[src/rtl/dataint_ecc_error_logger_if.sv]
// Bundle between the SECDED decode stage and the ECC error logger: the decoder
// flags, the access address and the CSR-side controls in, counters/log/irqs out.
interface dataint_ecc_error_logger_if #(
    parameter int ADDR_WIDTH = 16,
    parameter int CNT_WIDTH  = 16
);

    // Decoder side, aligned to the registered decoder flags.
    logic                  i_valid;
    logic [ADDR_WIDTH-1:0] i_addr;
    logic                  i_error_detected;
    logic                  i_double_error_detected;

    // CSR-side controls.
    logic [CNT_WIDTH-1:0]  i_ce_threshold;
    logic                  i_clear;

    // Status towards the CSR / interrupt fabric.
    logic [CNT_WIDTH-1:0]  o_ce_count;
    logic [CNT_WIDTH-1:0]  o_ue_count;
    logic                  o_log_valid;
    logic                  o_log_type;
    logic [ADDR_WIDTH-1:0] o_log_addr;
    logic                  o_log_overflow;
    logic                  o_irq_ce;
    logic                  o_irq_ue;

    // Driver of the decoder flags and CSR controls.
    modport master (
        output i_valid, i_addr, i_error_detected, i_double_error_detected,
        output i_ce_threshold, i_clear,
        input  o_ce_count, o_ue_count, o_log_valid, o_log_type, o_log_addr,
        input  o_log_overflow, o_irq_ce, o_irq_ue
    );

    // The logger itself.
    modport slave (
        input  i_valid, i_addr, i_error_detected, i_double_error_detected,
        input  i_ce_threshold, i_clear,
        output o_ce_count, o_ue_count, o_log_valid, o_log_type, o_log_addr,
        output o_log_overflow, o_irq_ce, o_irq_ue
    );

endinterface

[src/rtl/dataint_ecc_error_logger.sv]
// ECC error logger: classifies registered SECDED decoder flags into correctable
// (CE) and uncorrectable (UE) events, keeps saturating counts, captures the first
// error (a UE displaces a held CE) and raises sticky interrupts. All outputs are
// registered, so an event sampled at edge N is visible after edge N.
module dataint_ecc_error_logger #(
    parameter int ADDR_WIDTH = 16,
    parameter int CNT_WIDTH  = 16
) (
    input  logic                   i_clk,
    input  logic                   i_rst,
    dataint_ecc_error_logger_if.slave bus
);

    typedef enum logic [1:0] {
        ST_IDLE    = 2'd0,
        ST_HOLD_CE = 2'd1,
        ST_HOLD_UE = 2'd2
    } log_state_e;

    localparam logic [CNT_WIDTH-1:0] CNT_MAX = '1;

    // Registered state.
    log_state_e            state_q;
    logic [CNT_WIDTH-1:0]  ce_cnt_q;
    logic [CNT_WIDTH-1:0]  ue_cnt_q;
    logic                  log_type_q;
    logic [ADDR_WIDTH-1:0] log_addr_q;
    logic                  ovf_q;
    logic                  irq_ce_q;
    logic                  irq_ue_q;

    // Next-state values.
    log_state_e            state_d;
    logic [CNT_WIDTH-1:0]  ce_cnt_d;
    logic [CNT_WIDTH-1:0]  ue_cnt_d;
    logic                  log_type_d;
    logic [ADDR_WIDTH-1:0] log_addr_d;
    logic                  ovf_d;
    logic                  irq_ce_d;
    logic                  irq_ue_d;

    // Event classification. A double-error flag always means UE, even when
    // the single-error flag is also raised by the decoder.
    logic is_ue;
    logic is_ce;

    assign is_ue = bus.i_valid & bus.i_double_error_detected;
    assign is_ce = bus.i_valid & bus.i_error_detected & ~bus.i_double_error_detected;

    // Clear is applied before the same-cycle event, so every next-state
    // computation starts from these "post-clear" views of the state.
    log_state_e            state_base;
    logic [CNT_WIDTH-1:0]  ce_cnt_base;
    logic [CNT_WIDTH-1:0]  ue_cnt_base;
    logic                  log_type_base;
    logic [ADDR_WIDTH-1:0] log_addr_base;
    logic                  ovf_base;
    logic                  irq_ce_base;
    logic                  irq_ue_base;

    assign state_base    = bus.i_clear ? ST_IDLE : state_q;
    assign ce_cnt_base   = bus.i_clear ? '0      : ce_cnt_q;
    assign ue_cnt_base   = bus.i_clear ? '0      : ue_cnt_q;
    assign log_type_base = bus.i_clear ? 1'b0    : log_type_q;
    assign log_addr_base = bus.i_clear ? '0      : log_addr_q;
    assign ovf_base      = bus.i_clear ? 1'b0    : ovf_q;
    assign irq_ce_base   = bus.i_clear ? 1'b0    : irq_ce_q;
    assign irq_ue_base   = bus.i_clear ? 1'b0    : irq_ue_q;

    // Log FSM state register.
    // NOTE: sequential state is written with non-blocking assignments so every
    // register samples the pre-edge values, independent of block ordering.
    always_ff @(posedge i_clk or posedge i_rst) begin
        if (i_rst) begin
            state_q <= ST_IDLE;
        end else begin
            state_q <= state_d;
        end
    end

    // Log FSM next state, captured address/type and overflow flag.
    // NOTE: every combinational output gets a default first, so no path can
    // leave a signal unassigned and infer a latch.
    always_comb begin
        state_d    = state_base;
        log_type_d = log_type_base;
        log_addr_d = log_addr_base;
        ovf_d      = ovf_base;

        unique case (state_base)
            ST_IDLE: begin
                if (is_ue) begin
                    state_d    = ST_HOLD_UE;
                    log_type_d = 1'b1;
                    log_addr_d = bus.i_addr;
                end else if (is_ce) begin
                    state_d    = ST_HOLD_CE;
                    log_type_d = 1'b0;
                    log_addr_d = bus.i_addr;
                end
            end
            ST_HOLD_CE: begin
                if (is_ue) begin
                    state_d    = ST_HOLD_UE;
                    log_type_d = 1'b1;
                    log_addr_d = bus.i_addr;
                    ovf_d      = 1'b1;
                end else if (is_ce) begin
                    ovf_d      = 1'b1;
                end
            end
            ST_HOLD_UE: begin
                if (is_ue || is_ce) begin
                    ovf_d = 1'b1;
                end
            end
            default: begin
                state_d = ST_IDLE;
            end
        endcase
    end

    // Saturating counters and sticky interrupt evaluation.
    always_comb begin
        ce_cnt_d = ce_cnt_base;
        ue_cnt_d = ue_cnt_base;

        if (is_ce && (ce_cnt_base != CNT_MAX)) begin
            ce_cnt_d = ce_cnt_base + 1'b1;
        end
        if (is_ue && (ue_cnt_base != CNT_MAX)) begin
            ue_cnt_d = ue_cnt_base + 1'b1;
        end

        // Compared against the next count every cycle, so a threshold lowered
        // below the current count raises the irq even without a new event.
        irq_ce_d = irq_ce_base |
                   ((bus.i_ce_threshold != '0) && (ce_cnt_d >= bus.i_ce_threshold));
        irq_ue_d = irq_ue_base | is_ue;
    end

    // Counter, log and interrupt registers.
    always_ff @(posedge i_clk or posedge i_rst) begin
        if (i_rst) begin
            ce_cnt_q   <= '0;
            ue_cnt_q   <= '0;
            log_type_q <= 1'b0;
            log_addr_q <= '0;
            ovf_q      <= 1'b0;
            irq_ce_q   <= 1'b0;
            irq_ue_q   <= 1'b0;
        end else begin
            ce_cnt_q   <= ce_cnt_d;
            ue_cnt_q   <= ue_cnt_d;
            log_type_q <= log_type_d;
            log_addr_q <= log_addr_d;
            ovf_q      <= ovf_d;
            irq_ce_q   <= irq_ce_d;
            irq_ue_q   <= irq_ue_d;
        end
    end

    assign bus.o_ce_count     = ce_cnt_q;
    assign bus.o_ue_count     = ue_cnt_q;
    assign bus.o_log_valid    = (state_q != ST_IDLE);
    assign bus.o_log_type     = log_type_q;
    assign bus.o_log_addr     = log_addr_q;
    assign bus.o_log_overflow = ovf_q;
    assign bus.o_irq_ce       = irq_ce_q;
    assign bus.o_irq_ue       = irq_ue_q;

endmodule

[src/flat_wrapper.sv]
// flat-port wrapper written by rule: the top's interface ports become plain ports
module dataint_ecc_error_logger_flat 
#(
    parameter int ADDR_WIDTH = 16,
    parameter int CNT_WIDTH  = 16
)
  (i_clk, i_rst, bus_i_valid, bus_i_addr, bus_i_error_detected, bus_i_double_error_detected, bus_i_ce_threshold, bus_i_clear, bus_o_ce_count, bus_o_ue_count, bus_o_log_valid, bus_o_log_type, bus_o_log_addr, bus_o_log_overflow, bus_o_irq_ce, bus_o_irq_ue);
  dataint_ecc_error_logger_if #(.ADDR_WIDTH(ADDR_WIDTH), .CNT_WIDTH(CNT_WIDTH)) bus_i ();
  input  logic i_clk;
  input  logic i_rst;
  input wire logic [$bits(bus_i.i_valid)-1:0] bus_i_valid;
  input wire logic [$bits(bus_i.i_addr)-1:0] bus_i_addr;
  input wire logic [$bits(bus_i.i_error_detected)-1:0] bus_i_error_detected;
  input wire logic [$bits(bus_i.i_double_error_detected)-1:0] bus_i_double_error_detected;
  input wire logic [$bits(bus_i.i_ce_threshold)-1:0] bus_i_ce_threshold;
  input wire logic [$bits(bus_i.i_clear)-1:0] bus_i_clear;
  output wire logic [$bits(bus_i.o_ce_count)-1:0] bus_o_ce_count;
  output wire logic [$bits(bus_i.o_ue_count)-1:0] bus_o_ue_count;
  output wire logic [$bits(bus_i.o_log_valid)-1:0] bus_o_log_valid;
  output wire logic [$bits(bus_i.o_log_type)-1:0] bus_o_log_type;
  output wire logic [$bits(bus_i.o_log_addr)-1:0] bus_o_log_addr;
  output wire logic [$bits(bus_i.o_log_overflow)-1:0] bus_o_log_overflow;
  output wire logic [$bits(bus_i.o_irq_ce)-1:0] bus_o_irq_ce;
  output wire logic [$bits(bus_i.o_irq_ue)-1:0] bus_o_irq_ue;
  assign bus_i.i_valid = bus_i_valid;
  assign bus_i.i_addr = bus_i_addr;
  assign bus_i.i_error_detected = bus_i_error_detected;
  assign bus_i.i_double_error_detected = bus_i_double_error_detected;
  assign bus_i.i_ce_threshold = bus_i_ce_threshold;
  assign bus_i.i_clear = bus_i_clear;
  assign bus_o_ce_count = bus_i.o_ce_count;
  assign bus_o_ue_count = bus_i.o_ue_count;
  assign bus_o_log_valid = bus_i.o_log_valid;
  assign bus_o_log_type = bus_i.o_log_type;
  assign bus_o_log_addr = bus_i.o_log_addr;
  assign bus_o_log_overflow = bus_i.o_log_overflow;
  assign bus_o_irq_ce = bus_i.o_irq_ce;
  assign bus_o_irq_ue = bus_i.o_irq_ue;
  dataint_ecc_error_logger #(.ADDR_WIDTH(ADDR_WIDTH), .CNT_WIDTH(CNT_WIDTH)) u_core (.i_clk(i_clk), .i_rst(i_rst), .bus(bus_i));
endmodule
[config.mk]
export PLATFORM = sky130hd
export DESIGN_NAME = dataint_ecc_error_logger_flat
export DESIGN_NICKNAME = d
export VERILOG_FILES = /design/src/rtl/dataint_ecc_error_logger_if.sv /design/src/rtl/dataint_ecc_error_logger.sv /design/src/flat_wrapper.sv
export SDC_FILE = /design/constraint.sdc
export NUM_CORES = 1
export LEC_CHECK = 0
export ABC_AREA = 1
export CAP_MARGIN = 5
export CELL_PAD_IN_SITES_DETAIL_PLACEMENT = 1
export CELL_PAD_IN_SITES_GLOBAL_PLACEMENT = 1
export CORE_UTILIZATION = 36
export DETAILED_ROUTE_END_ITERATION = 6
export HOLD_SLACK_MARGIN = 0.08
export MAX_ROUTING_LAYER = met4
export PLACE_DENSITY = 0.92
export REMOVE_ABC_BUFFERS = 1
export SLEW_MARGIN = 20
export SYNTH_ARGS = -nofsm -noshare
export SYNTH_HDL_FRONTEND = slang
export SYNTH_SLANG_ARGS = --single-unit
[constraint.sdc]
create_clock -name i_clk -period 3.1 [get_ports i_clk]
set_input_delay 0.62 -clock i_clk [delete_from_list [all_inputs] [get_ports i_clk]]
set_output_delay 0.62 -clock i_clk [all_outputs]
set_load 0.02 [all_outputs]
# == Yosys cells after proc, flatten, opt, wreduce, memory -nomap -nowiden ==
# Cells that the tools add are included.
# op_classes
mux,26
n_addsub,2
bitwise,6
n_div,0
n_reduce_logical,7
order_cmp,1
eq_ne,4
shifts,0
n_mul,0
# ops
operator,n
$mux 16,8
$add 16x1->16 const B,2
$ne 16x16->1 const B,2
$pmux 16 s2,1
$ge 16x16->1,1
$reduce_bool 16->1,1
$mux 1,10
$mux 2,4
$pmux 2 s3,1
$pmux 1 s2,2
$and 1x1->1,3
$logic_and 1x1->1,3
$eq 2x1->1 const B,1
$eq 2x2->1 const B,1
$logic_not 2->1,1
$or 1x1->1,2
$reduce_bool 2->1,1
$logic_or 1x1->1,1
$not 1->1,1
# totals
memories,0
mem_bits_ro,0
latch_bits,0
ram_bits,0
regBits,54
wordCells,54

# == Depth between registers and ports, before layout ==
# depth
depth_word,7
ltp_mapped,24
ltp_nobuf,22

# == Least setup slack after synthesis ==
# OpenSTA, ideal clock, no wires.
# synth_timing
kind,input port to flip-flop
startpoint,input bus_i_clear
endpoint,register u_core.irq_ce_q (netlist: u_core.bus.o_irq_ce)
slack_ps,-3
cell_stages,21
arrival_time_ps,2986
cell_sequence,buf_6 -> clkbuf_1 -> nor2_1 -> ha_1 -> nand2_1 -> nor2_2 -> nand2_2 -> nor2_2 -> nor2_4 -> buf_6 -> o21ai_1 -> inv_1 -> ha_1 -> a21oi_1 -> nand2_1 -> nor2_1 -> nand2_1 -> nand2_1 -> nand2_1 -> nand2_1 -> nand2_1
# synth_via
elab_chain_cells,7
elab_cells_between_ends,9
classes_between,add/sub: 1; order compare: 1; eq/ne: 1; mux: 3; bitwise: 1; reduce/logical: 2
# synth_rtl
element,line_no,source
"start, declared",flat_wrapper.sv:16,input wire logic [$bits(bus_i.i_clear)-1:0] bus_i_clear;
$mux 16 (*),dataint_ecc_error_logger.sv:62,assign ce_cnt_base = bus.i_clear ? '0 : ce_cnt_q;
"parallel branches: the longest is 2 deep, another holds $add 16x1->16",--,
$mux 16 (*),dataint_ecc_error_logger.sv:128,if (is_ce && (ce_cnt_base != CNT_MAX)) begin
net u_core.ce_cnt_d[7],dataint_ecc_error_logger.sv:34,logic [CNT_WIDTH-1:0] ce_cnt_d;
$ge 16x16->1 (*),dataint_ecc_error_logger.sv:138,((bus.i_ce_threshold != '0) && (ce_cnt_d >= bus.i_ce_threshold));
$logic_and 1x1->1 (*),dataint_ecc_error_logger.sv:138,
$or 1x1->1 (*),dataint_ecc_error_logger.sv:137,irq_ce_d = irq_ce_base |
net u_core.irq_ce_d,dataint_ecc_error_logger.sv:39,logic irq_ce_d;
"end signal, assigned",dataint_ecc_error_logger.sv:158,irq_ce_q <= irq_ce_d;
"end, declared",dataint_ecc_error_logger.sv:29,logic irq_ce_q;
# Mark *: on every way through the listed nets, which the timed path passes.

# == Worst setup path in the final report ==
# layout_timing
startpoint,input bus_i_valid
endpoint,register u_core.irq_ce_q (netlist: u_core.bus.o_irq_ce)
# layout_via
elab_chain_cells,7
# layout_rtl
element,line_no,source
"start, declared",flat_wrapper.sv:11,input wire logic [$bits(bus_i.i_valid)-1:0] bus_i_valid;
$and 1x1->1 (2 in series),dataint_ecc_error_logger.sv:48,assign is_ce = bus.i_valid & bus.i_error_detected & ~bus.i_double_error_detected;
$logic_and 1x1->1,dataint_ecc_error_logger.sv:128,
$mux 16,dataint_ecc_error_logger.sv:128,
net u_core.ce_cnt_d[11],dataint_ecc_error_logger.sv:34,
$ge 16x16->1,dataint_ecc_error_logger.sv:138,
$logic_and 1x1->1,dataint_ecc_error_logger.sv:138,
$or 1x1->1,dataint_ecc_error_logger.sv:137,
net u_core.irq_ce_d,dataint_ecc_error_logger.sv:39,
# The timed path passes the listed nets, and every way through them passes these cells.

==> impl_metrics.yaml <==
route:
  drt_iter0_markers: 138
  drt_wl_total_um: 12700
  drc: 0
  vias: 4156
  antenna_left: 0
  viasPerCell: 5.03
  drtPass1Iterations: 4
  post_drt_wl_per_cell_um: 15.4
yosys:
  synth-compound-area-share_pct: 4.92
  synth_cells: 554
  yosysWarnings: 0
  synthArstFlopShare_pct: 100
  syn_avg_cell_area_sq_um: 6.92
  ys_seq_elements: 54
  synth_area_leader_cell: "dfrtp_1"
  synth_edf_count: 0
  synth-seq-area-share_pct: 35.2
  synthFlopType: "dfrtp_1"
  synth_top_family_by_area: "simple AND/OR/NAND/NOR gates"
  syn-cell-area_sq_um: 3840
  synth-xor-area-share_pct: 2.51
  synthSimpleGateAreaFrac_pct: 38.6
  yosysUniqueCellTypes: 36
  synthMuxAreaShare_pct: 0
  synth.top_cell.area_share_pct: 35.2
  synth_adder_area_share_pct: 7.18
  yosys-top-cells-area: "dfrtp_1, nand2_1, inv_1"
clock_network:
  insertion_delay_ns: 0.33
  htree_num_levels: 2
  numCtsBuffers: 5
  cts_tree: "done"
  cts_sinks: 54
  cts_root_buffer: "clkbuf_8"
  clockBufferDepth: 2
  clk_pin_slew_ns: 0.11
setup_path:
  worstSetupPathType: "input port to register"
  cp-start-kind: "input port"
  crit_arrival_ns: 3.13
  r2r_slack_ns: 0.23
  crit_required_ns: 3.33
  worstSetupEndpointType: "register"
  cp_max_fo: 7
sta:
  rsz0062_at_grt: "no"
  hold_violations: 0
  post-route-period-util_pct: 93.5
  fin_setup_tns_ns: 0
  worstMarginPinSlew_ns: 0.727
  fin_crit_ns: 2.90
  drv_slew: 0
  max_clock_freq_mhz: 345
  slew_headroom_pct: 51.5
  fin_skew_ns: 0.00901
  setup_viol: 0
die:
  io_pins: 91
  row_count: 37
  die_x_um: 105
  die_y_um: 105
  initial_core_util_pct: 37.2
  dieArea_sq_um: 11100
  fp.coreArea_sq_um: 10300
layout:
  final_nets: 749
  drive_gt1_share_pct: 15.2
  area_growth_pct: 39.7
  fillers: 1357
  instances_no_fill: 826
  final_area_sq_um: 5360
  diodes: 0
grt:
  grtUsageMet3_pct: 3.15
  busiest_layer: "met2"
  antenna_found_initial: 0
  grt_pass1_wl_um: 20800
  use_met2_pct: 44.5
  grt.overflow.total: 0
  grt.total_usage_pct: 24.2
  grt_pass1_vias: 4558
  met1_usage_pct: 26.6
  grt_max_degree: 55
placed_design:
  dp_cells: 811
  routabilityCongestion: 0.889
  dp_hpwl_um: 9660
  portBuffers: 90
  postPlaceCellArea_sq_um: 5130
job:
  drv_cap: 0
power:
  power_density_nw_per_um2: 314
  p_seq_share_pct: 46.5
  intPower_w: 0.00112
  finalPower_w: 0.00168
  ir_drop_mv: 0.180
  leakagePower_nw: 2.74
  pwr-share-comb_pct: 27.6
  switching_power_w: 0.000565
  p_sw_share_pct: 33.6
  clkPwrFrac_pct: 25.9
outcome:
  status: "completed"
worst_hold_path:
  hold_class: "register to register"
-- Yosys cell counts (3+ instances only) --
master	count
nand2_1	190
inv_1	83
nand3_1	56
dfrtp_1	54
nor2_1	48
ha_1	22
a21oi_1	10
nand4_1	10
nor2_2	8
o21ai_0	8
buf_6	7
nand2_2	7
xor2_1	7
nor2_4	4
nor4_1	4
o21ai_1	4
xnor2_1	4
buf_2	3
nor3_1	3
-- power by group through the flow --
stage                     sequential [W]  clock, W  combinational, W
after floorplan                 0.000840         0          0.000161
after global placement          0.000792         0          0.000432
after detailed placement        0.000794         0          0.000453
after CTS                       0.000781  0.000452          0.000456
after global routing            0.000787  0.000468          0.000505
final                           0.000781  0.000436          0.000464
-- kinds of logic (layout without fill, tap and decap cells) --
| kind of cell | Yosys count | count (layout) |
|---|---|---|
| flops | 54 | 54 |
| xor+xnor | 11 | 11 |
| simple gates | 336 | 338 |
| fa+ha+maj | 22 | 22 |
| buf+inv | 100 | 234 |
| compound gates | 31 | 31 |
-- final timing paths --
check / from / end / cells after the start
hold / removal: u_core.state_q[0]$_DFF_PP0_ / u_core.state_q[1]$_DFF_PP0_ / 1
max in group asynchronous: i_rst / u_core.bus.o_ce_count[12]$_DFF_PP0_ / 3
min in group asynchronous: i_rst / u_core.bus.o_ce_count[8]$_DFF_PP0_ / 3
setup reg to reg: u_core.bus.o_ce_count[1]$_DFF_PP0_ / u_core.bus.o_irq_ce$_DFF_PP0_ / 20
hold reg to reg: u_core.state_q[0]$_DFF_PP0_ / u_core.state_q[1]$_DFF_PP0_ / 1
setup / recovery: bus_i_valid / u_core.bus.o_irq_ce$_DFF_PP0_ / 19
-- final cells by class --
class                           instances  area (sq um)  area share, %
Sequential cell                        54          1350           25.2
Inverter                               86           328           6.12
Timing Repair Buffer                  140          1270           23.7
Multi-Input combinational cell        402          2140           40.0
Tap cell                              136           170           3.18
Clock buffer                            5          68.8           1.28
Clock inverter                          3          25.0          0.467
-- metrics by stage --
step | utilization [%] | hold WS [ns] | setup WS, ns
final | 51.9 | 0.478 | 0.201
after global routing | 51.9 | 0.515 | 0.0151
after CTS | 50.8 | 0.480 | 0.0293
after detailed placement | 49.7 | 0.458 | -0.713
after global placement | 49.7 | 0.453 | -0.473
after floorplan | - | 0.440 | 0.395
-- worst max-delay path, stage by stage --
cell             delay (ns)
clkdlybuf4s50_1        0.49
nand2_1                0.08
nor2_1                 0.20
inv_2                  0.14
nor2_4                 0.25
buf_4                  0.21
nand2_1                0.07
nand2_1                0.06
nand2_1                0.08
ha_1                   0.30
nand2_1                0.08
nor2_1                 0.05
and2_1                 0.16
nand2_1                0.06
inv_1                  0.04
nand2_1                0.05
nand2_1                0.05
nand2_1                0.07
nand2_1                0.05
-- cells in the final DEF, fill, tap and decap left out, types with 2 or more instances in the layout --
| master | count |
|---|---|
| a21oi_1 | 9 |
| buf_4 | 50 |
| clkbuf_8 | 5 |
| clkdlybuf4s50_1 | 89 |
| dfrtp_1 | 54 |
| ha_1 | 21 |
| inv_1 | 81 |
| inv_2 | 4 |
| inv_6 | 2 |
| nand2_1 | 188 |
| nand2_2 | 8 |
| nand3_1 | 55 |
| nand3_2 | 2 |
| nand4_1 | 10 |
| nor2_1 | 42 |
| nor2_2 | 10 |
| nor2_4 | 10 |
| nor3_1 | 3 |
| nor4_1 | 4 |
| o21ai_0 | 8 |
| o21ai_1 | 3 |
| o21ai_2 | 2 |
| o21ai_4 | 2 |
| o21bai_1 | 2 |
| xnor2_1 | 4 |
| xor2_1 | 7 |
-- flip-flops by register name (all words and copies together) (netlist names) --
name,count
u_core.bus.o_log_overflow,1
u_core.bus.o_log_addr,16
u_core.bus.o_ce_count,16
u_core.bus.o_log_type,1
u_core.bus.o_ue_count,16
u_core.bus.o_irq_ue,1
u_core.bus.o_irq_ce,1
u_core.state_q,2
-- layer usage --
layer,share of wire [%],vias to the layer above
met5,0,-
met4,2.4,0
met3,3.0,30
met2,52,93
met1,42,2038
li1,-,1995
-- timing repair --
| item | CTS | global route |
|---|---|---|
| gates resized for setup | 5 | 24 |
| gates cloned | 1 | 1 |
| setup endpoints to repair | 1 | 1 |
| pin swaps | 2 | 9 |
| buffers inserted | 0 | 5 |
| hold buffers | 0 | 0 |
Power figures use the tool's default switching activity.
